==> config.mk <==
export PLATFORM = sky130hd
export DESIGN_NAME = pipe_hazard_ctrl
export DESIGN_NICKNAME = d
export VERILOG_FILES = /design/src/rtl/pipe_hazard_ctrl.sv
export SDC_FILE = /design/constraint.sdc
export NUM_CORES = 1
export LEC_CHECK = 0
export BUFFER_PORTS_ARGS = -buffer_cell sky130_fd_sc_hd__buf_2
export CAP_MARGIN = 25
export CORE_MARGIN = 2
export CORE_UTILIZATION = 25
export CTS_CLUSTER_DIAMETER = 60
export DETAILED_ROUTE_END_ITERATION = 6
export PLACE_DENSITY = 0.46
export SYNTH_ARGS = -nofsm -noshare
export SYNTH_HDL_FRONTEND = slang
export SYNTH_SLANG_ARGS = --single-unit
==> constraint.sdc <==
create_clock -name clk -period 2.3 [get_ports clk]
set_input_delay 0.345 -clock clk [delete_from_list [all_inputs] [get_ports clk]]
set_output_delay 0.345 -clock clk [all_outputs]
set_load 0.02 [all_outputs]
==> src/rtl/pipe_hazard_ctrl.sv <==
// rtl/pipe_hazard_ctrl.sv - 5-stage pipeline hazard controller with per-cause stall counters
module pipe_hazard_ctrl #(
    parameter int CNT_W = 32
) (
    input  logic             clk,
    input  logic             rst,
    input  logic [4:0]       decode_i_rs1,
    input  logic [4:0]       decode_i_rs2,
    input  logic             decode_i_rs1_used,
    input  logic             decode_i_rs2_used,
    input  logic [4:0]       regE_i_rd,
    input  logic             regE_i_reg_wen,
    input  logic             regE_i_is_load,
    input  logic             execute_i_redirect,
    input  logic             execute_i_mdu_busy,
    input  logic             memory_i_dcache_req,
    input  logic             memory_i_dcache_ready,
    input  logic             ctrl_i_cnt_clr,
    output logic             ctrl_o_stall_F,
    output logic             ctrl_o_stall_D,
    output logic             ctrl_o_stall_E,
    output logic             ctrl_o_stall_M,
    output logic             ctrl_o_bubble_D,
    output logic             ctrl_o_bubble_E,
    output logic             ctrl_o_bubble_M,
    output logic             ctrl_o_bubble_W,
    output logic [1:0]       ctrl_o_state,
    output logic [CNT_W-1:0] ctrl_o_cnt_mem,
    output logic [CNT_W-1:0] ctrl_o_cnt_ex,
    output logic [CNT_W-1:0] ctrl_o_cnt_lu,
    output logic [CNT_W-1:0] ctrl_o_cnt_flush
);

    typedef enum logic [1:0] {
        ST_RUN      = 2'd0,
        ST_LOADUSE  = 2'd1,
        ST_EX_WAIT  = 2'd2,
        ST_MEM_WAIT = 2'd3
    } state_t;

    localparam logic [CNT_W-1:0] CNT_ONE = CNT_W'(1);
    localparam logic [CNT_W-1:0] CNT_MAX = '1;

    state_t state_q, state_d;
    logic   memstall, lu;
    logic   inc_mem, inc_ex, inc_lu, inc_flush;

    logic [CNT_W-1:0] cnt_mem_q, cnt_ex_q, cnt_lu_q, cnt_flush_q;

    assign memstall = memory_i_dcache_req & ~memory_i_dcache_ready;

    // Writes to x0 are discarded, so they never create a load-use dependency.
    assign lu = regE_i_is_load & regE_i_reg_wen & (regE_i_rd != 5'd0) &
                ((decode_i_rs1_used & (decode_i_rs1 == regE_i_rd)) |
                 (decode_i_rs2_used & (decode_i_rs2 == regE_i_rd)));

    always_ff @(posedge clk or negedge rst) begin
        if (!rst) begin
            state_q <= ST_RUN;
        end else begin
            state_q <= state_d;
        end
    end

    // Held stages keep a pending redirect in E alive, so it is serviced once the stall clears.
    always_comb begin
        state_d         = ST_RUN;
        ctrl_o_stall_F  = 1'b0;
        ctrl_o_stall_D  = 1'b0;
        ctrl_o_stall_E  = 1'b0;
        ctrl_o_stall_M  = 1'b0;
        ctrl_o_bubble_D = 1'b0;
        ctrl_o_bubble_E = 1'b0;
        ctrl_o_bubble_M = 1'b0;
        ctrl_o_bubble_W = 1'b0;
        inc_mem         = 1'b0;
        inc_ex          = 1'b0;
        inc_lu          = 1'b0;
        inc_flush       = 1'b0;
        if (!rst) begin
            state_d = ST_RUN;
        end else if (memstall) begin
            ctrl_o_stall_F  = 1'b1;
            ctrl_o_stall_D  = 1'b1;
            ctrl_o_stall_E  = 1'b1;
            ctrl_o_stall_M  = 1'b1;
            ctrl_o_bubble_W = 1'b1;
            inc_mem         = 1'b1;
            state_d         = ST_MEM_WAIT;
        end else if (execute_i_mdu_busy) begin
            ctrl_o_stall_F  = 1'b1;
            ctrl_o_stall_D  = 1'b1;
            ctrl_o_stall_E  = 1'b1;
            ctrl_o_bubble_M = 1'b1;
            inc_ex          = 1'b1;
            state_d         = ST_EX_WAIT;
        end else if (execute_i_redirect) begin
            ctrl_o_bubble_D = 1'b1;
            ctrl_o_bubble_E = 1'b1;
            inc_flush       = 1'b1;
            state_d         = ST_RUN;
        end else if (lu) begin
            ctrl_o_stall_F  = 1'b1;
            ctrl_o_stall_D  = 1'b1;
            ctrl_o_bubble_E = 1'b1;
            inc_lu          = 1'b1;
            state_d         = ST_LOADUSE;
        end
    end

    always_ff @(posedge clk or negedge rst) begin
        if (!rst) begin
            cnt_mem_q   <= '0;
            cnt_ex_q    <= '0;
            cnt_lu_q    <= '0;
            cnt_flush_q <= '0;
        end else if (ctrl_i_cnt_clr) begin
            cnt_mem_q   <= '0;
            cnt_ex_q    <= '0;
            cnt_lu_q    <= '0;
            cnt_flush_q <= '0;
        end else begin
            if (inc_mem && cnt_mem_q != CNT_MAX) begin
                cnt_mem_q <= cnt_mem_q + CNT_ONE;
            end
            if (inc_ex && cnt_ex_q != CNT_MAX) begin
                cnt_ex_q <= cnt_ex_q + CNT_ONE;
            end
            if (inc_lu && cnt_lu_q != CNT_MAX) begin
                cnt_lu_q <= cnt_lu_q + CNT_ONE;
            end
            if (inc_flush && cnt_flush_q != CNT_MAX) begin
                cnt_flush_q <= cnt_flush_q + CNT_ONE;
            end
        end
    end

    assign ctrl_o_state     = state_q;
    assign ctrl_o_cnt_mem   = cnt_mem_q;
    assign ctrl_o_cnt_ex    = cnt_ex_q;
    assign ctrl_o_cnt_lu    = cnt_lu_q;
    assign ctrl_o_cnt_flush = cnt_flush_q;

endmodule

==> impl_results.md, run 1 <==
- 1st-pass router iterations: 5
- Share of cells above drive strength 1: 27.9%
- Area fraction in compound gates after synthesis: under 10%
- Hold Crit Class: in2async
- Metal3 WL: just under 700 um
- Die area: between 30000 and 40000 um2
- Worst path max stage delay: 360 ps
- CTS Root Buffer Type: clkbuf_16
- Reg2Reg Launch Point: ctrl_o_cnt_ex[0]$_DFFE_PN0P_
- Area after DPL: between 8000 and 9000 um2
- Worst-path maximum fanout: 4
- Num Clock Sinks: 130
- Core area: between 20000 and 30000 um2
- Syn_area_per_cell: 9.08 um2
- Count of cell types in the netlist: 50
- CP cell instances: buf_2 -> xnor2_1 -> nand4_1 -> o22ai_2 -> buf_4 -> nand2b_1 -> nor2_1 -> a21o_1 -> buf_2
- Slew Viols, Final: 0
- WP data required: about 2000 ps
- First-pass GRT wire length: 35400 um
- Delay-heaviest family, CP: compound AO/OA/AOI/OAI gates
- Main combinational cell family by area after synthesis: simple AND/OR/NAND/NOR gates
- Number of global-route vias before repair: about 6500
- CTS buffer count: 17
- Ant diodes: 0
- Peak Freq: 460 MHz
- Max-slew headroom: 52.9%
- EDFF count, synth: 0
- Status: complete, no violations
- Detailed placer's ending HPWL: 15300 um
- CTS tree: done
- Gr ovfl total: 0
- GP Congestion: 0.792
- Crit-path most repeated cell: buf_2
- Top cells by area, synth: dfrtp_1, xnor2_1, nor2_1, xor2_1, nand3_1
- Antenna violations before repair: 0
- Final hold viol count: 0
- XOR/XNOR Fraction of Synth Area: between 10 and 15%
- All-layer global routing usage: around 15%
- Met2 wire len: 10200 um
- Mux contribution to synthesized area: less than 1%
- Max_cap viols: 0
- Synth Area in Simple Gates: 32.7%
- Lkg Pwr: 4.34 nW
- Net Count, Synth: 819
- Endpoints failing setup: 0
- Worst Clk Skew: approximately 12 ps
- # H-tree levels: 4
- Top layer reached by signal wires: met4
- Mapped Area: 7160 um2
- Post-route setup TNS: 0 ps
- WL/cell: 15.3 um
- Slowest CP cell: o22ai_2
- Via-to-Cell Ratio: 4.76
- WP data arrival: roughly 1800 ps
- Crit. End Element: primary output
- Sequential-to-total area share from yosys stat: 45.4%
- Most frequent cells in the layout: buf_2, dfrtp_1, nor2_1, buf_4, nand3_1
- Num ports: 164
- Top cell type's share of synthesized area: 45.4%
- Placed Cells incl. Taps: around 1400
- Initial core utilization: 25.6%
- Die height: 173 um
- Worst Setup SP: regE_i_rd[1]
- Nets@finish: 1044
- Worst Reg-to-Reg Cells: 8
- Crit start category: primary input
- Fraction of the mapped netlist area in adder cells: 0.699%
- Crit path buf inv count: 3
- Yosys top cell by area: dfrtp_1
- Final min period: 2170 ps
- Worst skew pair latency: 410 ps
- Final Non-Filler Cells: 1405
- Initial drt markers: ~340
- Warnings from Yosys: 0
- Placement Rows: 61
- Clock tree buffer depth: 2
- Die W: approximately 170 um
- Antenna-violating nets left: 0
- Post-synth top flop: dfrtp_1
- Routed WL: 21600 um
- Most common cell after layout, fill and taps aside: buf_2
- Period utilisation layout: 94.5%
- Via count: between 6000 and 7000
- Buffers on Ports: 163
- Largest net degree at the start of global routing: 128
- Levels on crit path: 9
- Async SR Flop Fraction: 100%
- Peak VDD IR: 0.345 mV
- Slew @ Worst Pin: 707 ps
- Final instance area: about 9600 um2
- Power density over the cells: between 500 and 600 nW/um2
- Fin util: approximately a third
- Number of synthesized register bits: between 100 and 150
- # DRC: 0
- Cells after Synth: 789
- Crit Path Class: in2out
- Wl on met1: 10500 um
- Clock transition at path regs: 60 ps
- Area grow syn2layout: 33.7%
metrics by stage:
step           power (mW)  hold slack [ps]  setup WS, ps
2_1_floorplan        2.44             49.4          16.6
3_3_place_gp         2.59              311           121
3_5_place_dp         2.59              313         -3.15
4_1_cts              5.74              138          41.7
5_1_grt              5.84              164         -13.3
6_report             5.64              109           127
per-layer routing:
metal / vias up / global-route usage, %
met1: 3265 / 19.9
met4: 0 / 3.95
met5: - / 0
li1: 3301 / -
met2: 112 / 23.6
met3: 16 / 2.50
state kept, by name, summed over array words and instances, names as in the netlist:
register / flops
ctrl_o_cnt_ex: 32
ctrl_o_cnt_mem: 32
ctrl_o_cnt_flush: 32
ctrl_o_cnt_lu: 32
ctrl_o_state: 2
path summary, 6_finish.rpt:
kind | endpoint | slack (ps)
min in group clk | ctrl_o_state[1]$_DFF_PN0_ | 250
max in group asynchronous | ctrl_o_cnt_ex[4]$_DFFE_PN0P_ | 1660
min reg2reg | ctrl_o_cnt_mem[30]$_DFFE_PN0P_ | 560
max reg2reg | ctrl_o_cnt_ex[11]$_DFFE_PN0P_ | 140
max | ctrl_o_stall_F | 130
min | ctrl_o_cnt_lu[14]$_DFFE_PN0P_ | 110
timing repair:
action / 4_1_cts / 5_1_grt
setup buffers: 0 / 2
resized for setup: 0 / 4
hold endpoints to repair: 4 / 0
endpoints found under the setup margin: 0 / 16
hold buffers: 1 / 0
synthesized netlist by cell type, types with 5 or more instances:
cell / instances
nand3_1: 63
and2_1: 9
clkbuf_1: 17
nor4_1: 16
and4_1: 10
nor3b_1: 5
inv_1: 9
or4_1: 8
o31ai_1: 6
nor2b_1: 5
buf_2: 6
nor2_1: 108
or3_1: 28
nand4_1: 46
xnor2_1: 47
xor2_1: 46
nor3_1: 32
a21oi_1: 38
nand2_1: 54
dfrtp_1: 130
o21ai_0: 31
and3_1: 25
power by group:
part	switching [mW]	internal (mW)
sequential	0.00493	2.29
combinational	0.163	0.0760
clock	1.14	1.96
total	1.30	4.33
logic make-up (layout without fill, tap and decap cells):
group,Yosys count,after routing
buffers and inverters,39,277
AO/OA/AOI/OAI,82,82
AND/OR/NAND/NOR,435,435
XOR/XNOR,93,93
multiplexers,6,6
flip-flops,130,130
adder cells (fa/ha/maj),4,4
layout make-up:
type                    count  area (um2)
clock buffers              20         447
clock inverters            12         205
fillers                  2976       18400
inverters                  10        37.5
multi-input cells         620        3750
flip-flops and latches    130        3250
well taps                 378         473
repair buffers            235        1410
Power figures use the tool's default switching activity.
==> run 2, diff against run 1 <==
--- a/config.mk
+++ b/config.mk
@@ -7,11 +7,12 @@
 export LEC_CHECK = 0
 export BUFFER_PORTS_ARGS = -buffer_cell sky130_fd_sc_hd__buf_2
 export CAP_MARGIN = 25
+export CELL_PAD_IN_SITES_DETAIL_PLACEMENT = 0
+export CELL_PAD_IN_SITES_GLOBAL_PLACEMENT = 1
 export CORE_MARGIN = 2
 export CORE_UTILIZATION = 25
-export CTS_CLUSTER_DIAMETER = 60
 export DETAILED_ROUTE_END_ITERATION = 6
-export PLACE_DENSITY = 0.46
+export PLACE_DENSITY = 0.57
 export SYNTH_ARGS = -nofsm -noshare
 export SYNTH_HDL_FRONTEND = slang
 export SYNTH_SLANG_ARGS = --single-unit
==> impl_results.md, run 2 (same netlist as run 1, synthesis figures left out) <==
- Place WS: 125 ps
- Max-slew headroom: 62.3%
- # H-tree levels: 4
- First-pass GRT wire length: approximately 36000 um
- Max_cap viols: 0
- Largest net degree at the start of global routing: just over 70
- Die W: 173 um
- Area grow syn2layout: 32.1%
- CTS tree: done
- Clock tree buffer depth: 2
- Ant diodes: 0
- Crit start category: flop
- WL/cell: roughly 16 um
- Via count: 6633
- Slew Viols, Final: 0
- Share of cells above drive strength 1: between 20 and 30%
- Fin worst setup slack: 140 ps
- Worst path max stage delay: 460 ps
- Number of global-route vias before repair: 6603
- # DRC: 0
- 1st-pass router iterations: 4
- Core area: 28000 um2
- CP cell instances: ha_1 -> nand3_1 -> nor4_2 -> nand4_1 -> buf_4 -> or4_1 -> a21oi_1
- Power density over the cells: 551 nW/um2
- Gr ovfl total: 0
- Crit Path Class: reg2reg
- Status: complete, no violations
- Slowest CP cell: nor4_2
- Nets@finish: about 1000
- Hold Crit Class: in2async
- Worst-path maximum fanout: 8
- Initial core utilization: between 20% and 30%
- Final min period: ~2200 ps
- Die area: 30000 um2
- Antenna-violating nets left: 0
- Final hold viol count: 0
- RSZ-0062 raised after global routing: no
- All-layer global routing usage: 15.0%
- Placement Rows: a little over 60
- Multi-input logic area: between 3000 and 4000 um2
- Peak Freq: 463 MHz
- Fillers: 3009
- Endpoints failing setup: 0
- Die height: about 170 um
- Hold-fix buffers, CTS: 1
- Crit. End Element: flop
- Detailed placer's ending HPWL: 15900 um
- WP data required: 2640 ps
- Buffers on Ports: between 150 and 200
- WP data arrival: 2500 ps
- Post_cts resized: 0
- GP Congestion: 0.750
- Setup bufs post-CTS: 0
- Via-to-Cell Ratio: 4.72
- Initial drt markers: 344
- CTS buffer count: 17
- Num ports: ~160
- Worst Clk Skew: 15.4 ps
- Post-route setup TNS: 0 ps
- Worst skew pair latency: 430 ps
- Num Clock Sinks: 130
- CTS Root Buffer Type: clkbuf_16
- Peak VDD IR: approximately 0.34 mV
- Lkg Pwr: 4.30 nW
- Period utilisation layout: 93.9%
- Clock transition at path regs: 70 ps
- Most frequent cells in the layout: buf_2, dfrtp_1, nor2_1, buf_4, nand3_1
- Most common cell after layout, fill and taps aside: buf_2
- Routed WL: approximately 22000 um
- Pwr Total: 5.21 mW
- Register Area: between 3000 and 4000 um2
- Antenna violations before repair: 0
- Slew @ Worst Pin: 560 ps
## run 2: changes by cell type in the layout (fill, tap and decap cells not counted), moves of 2 or more
cell and delta:
clkinvlp_4 +2, inv_8 +5, bufinv_16 -5, inv_6 +3, clkbuf_1 -2
## run 2: power by group
group | leakage (nW) | switching (mW) | internal [mW]
combinational | 2.22 | 0.165 | 0.0763
clock | 0.267 | 1.24 | 1.43
sequential | 1.81 | 0.00483 | 2.29
total | 4.30 | 1.41 | 3.80
## run 2: metrics by stage
step	utilization (%)	hold slack, ps	std cells	area, um2
after detailed placement	31.7	390	1370	8870
after floorplan	-	49.4	789	7160
after global routing	33.8	66.1	1404	9460
after CTS	33.7	35.3	1403	9440
final	33.8	25.7	1404	9460
after global placement	31.7	396	1370	8870
## run 2: worst max-delay path, delay by kind of cell, from the launching register on
family          cells  cell delay, ps
compound gates      1             150
fa+ha+maj           1             180
simple gates        4            1190
buf+inv             1             200
flops               1             360
## run 2: final cells by class
type,instances,share of cell area [%]
Multi-Input combinational cell,620,39.5
Sequential cell,130,34.4
Inverter,10,0.397
Timing Repair Buffer,234,14.8
Tap cell,378,5.00
Clock buffer,17,4.50
Clock inverter,15,1.47
## run 2: metal layers
metal	routed length (um)	global-route usage, %
met1	10500	19.9
met2	10600	25.0
met3	661	3.09
met4	249	3.57
met5	0	0
## run 2: path summary, 6_finish.rpt
check                                          startpoint                          endpoint  slack (ps)  depth (start not counted)
setup / recovery             ctrl_o_cnt_lu[0]$_DFFE_PN0P_     ctrl_o_cnt_lu[18]$_DFFE_PN0P_         140                          7
hold / removal                                        rst     ctrl_o_cnt_ex[11]$_DFFE_PN0P_          30                          2
setup reg to reg             ctrl_o_cnt_lu[0]$_DFFE_PN0P_     ctrl_o_cnt_lu[18]$_DFFE_PN0P_         140                          7
hold reg to reg            ctrl_o_cnt_mem[27]$_DFFE_PN0P_    ctrl_o_cnt_mem[27]$_DFFE_PN0P_         560                          2
max in group asynchronous                             rst  ctrl_o_cnt_flush[26]$_DFFE_PN0P_         810                          5
min in group clk                       execute_i_mdu_busy         ctrl_o_state[1]$_DFF_PN0_         240                          3
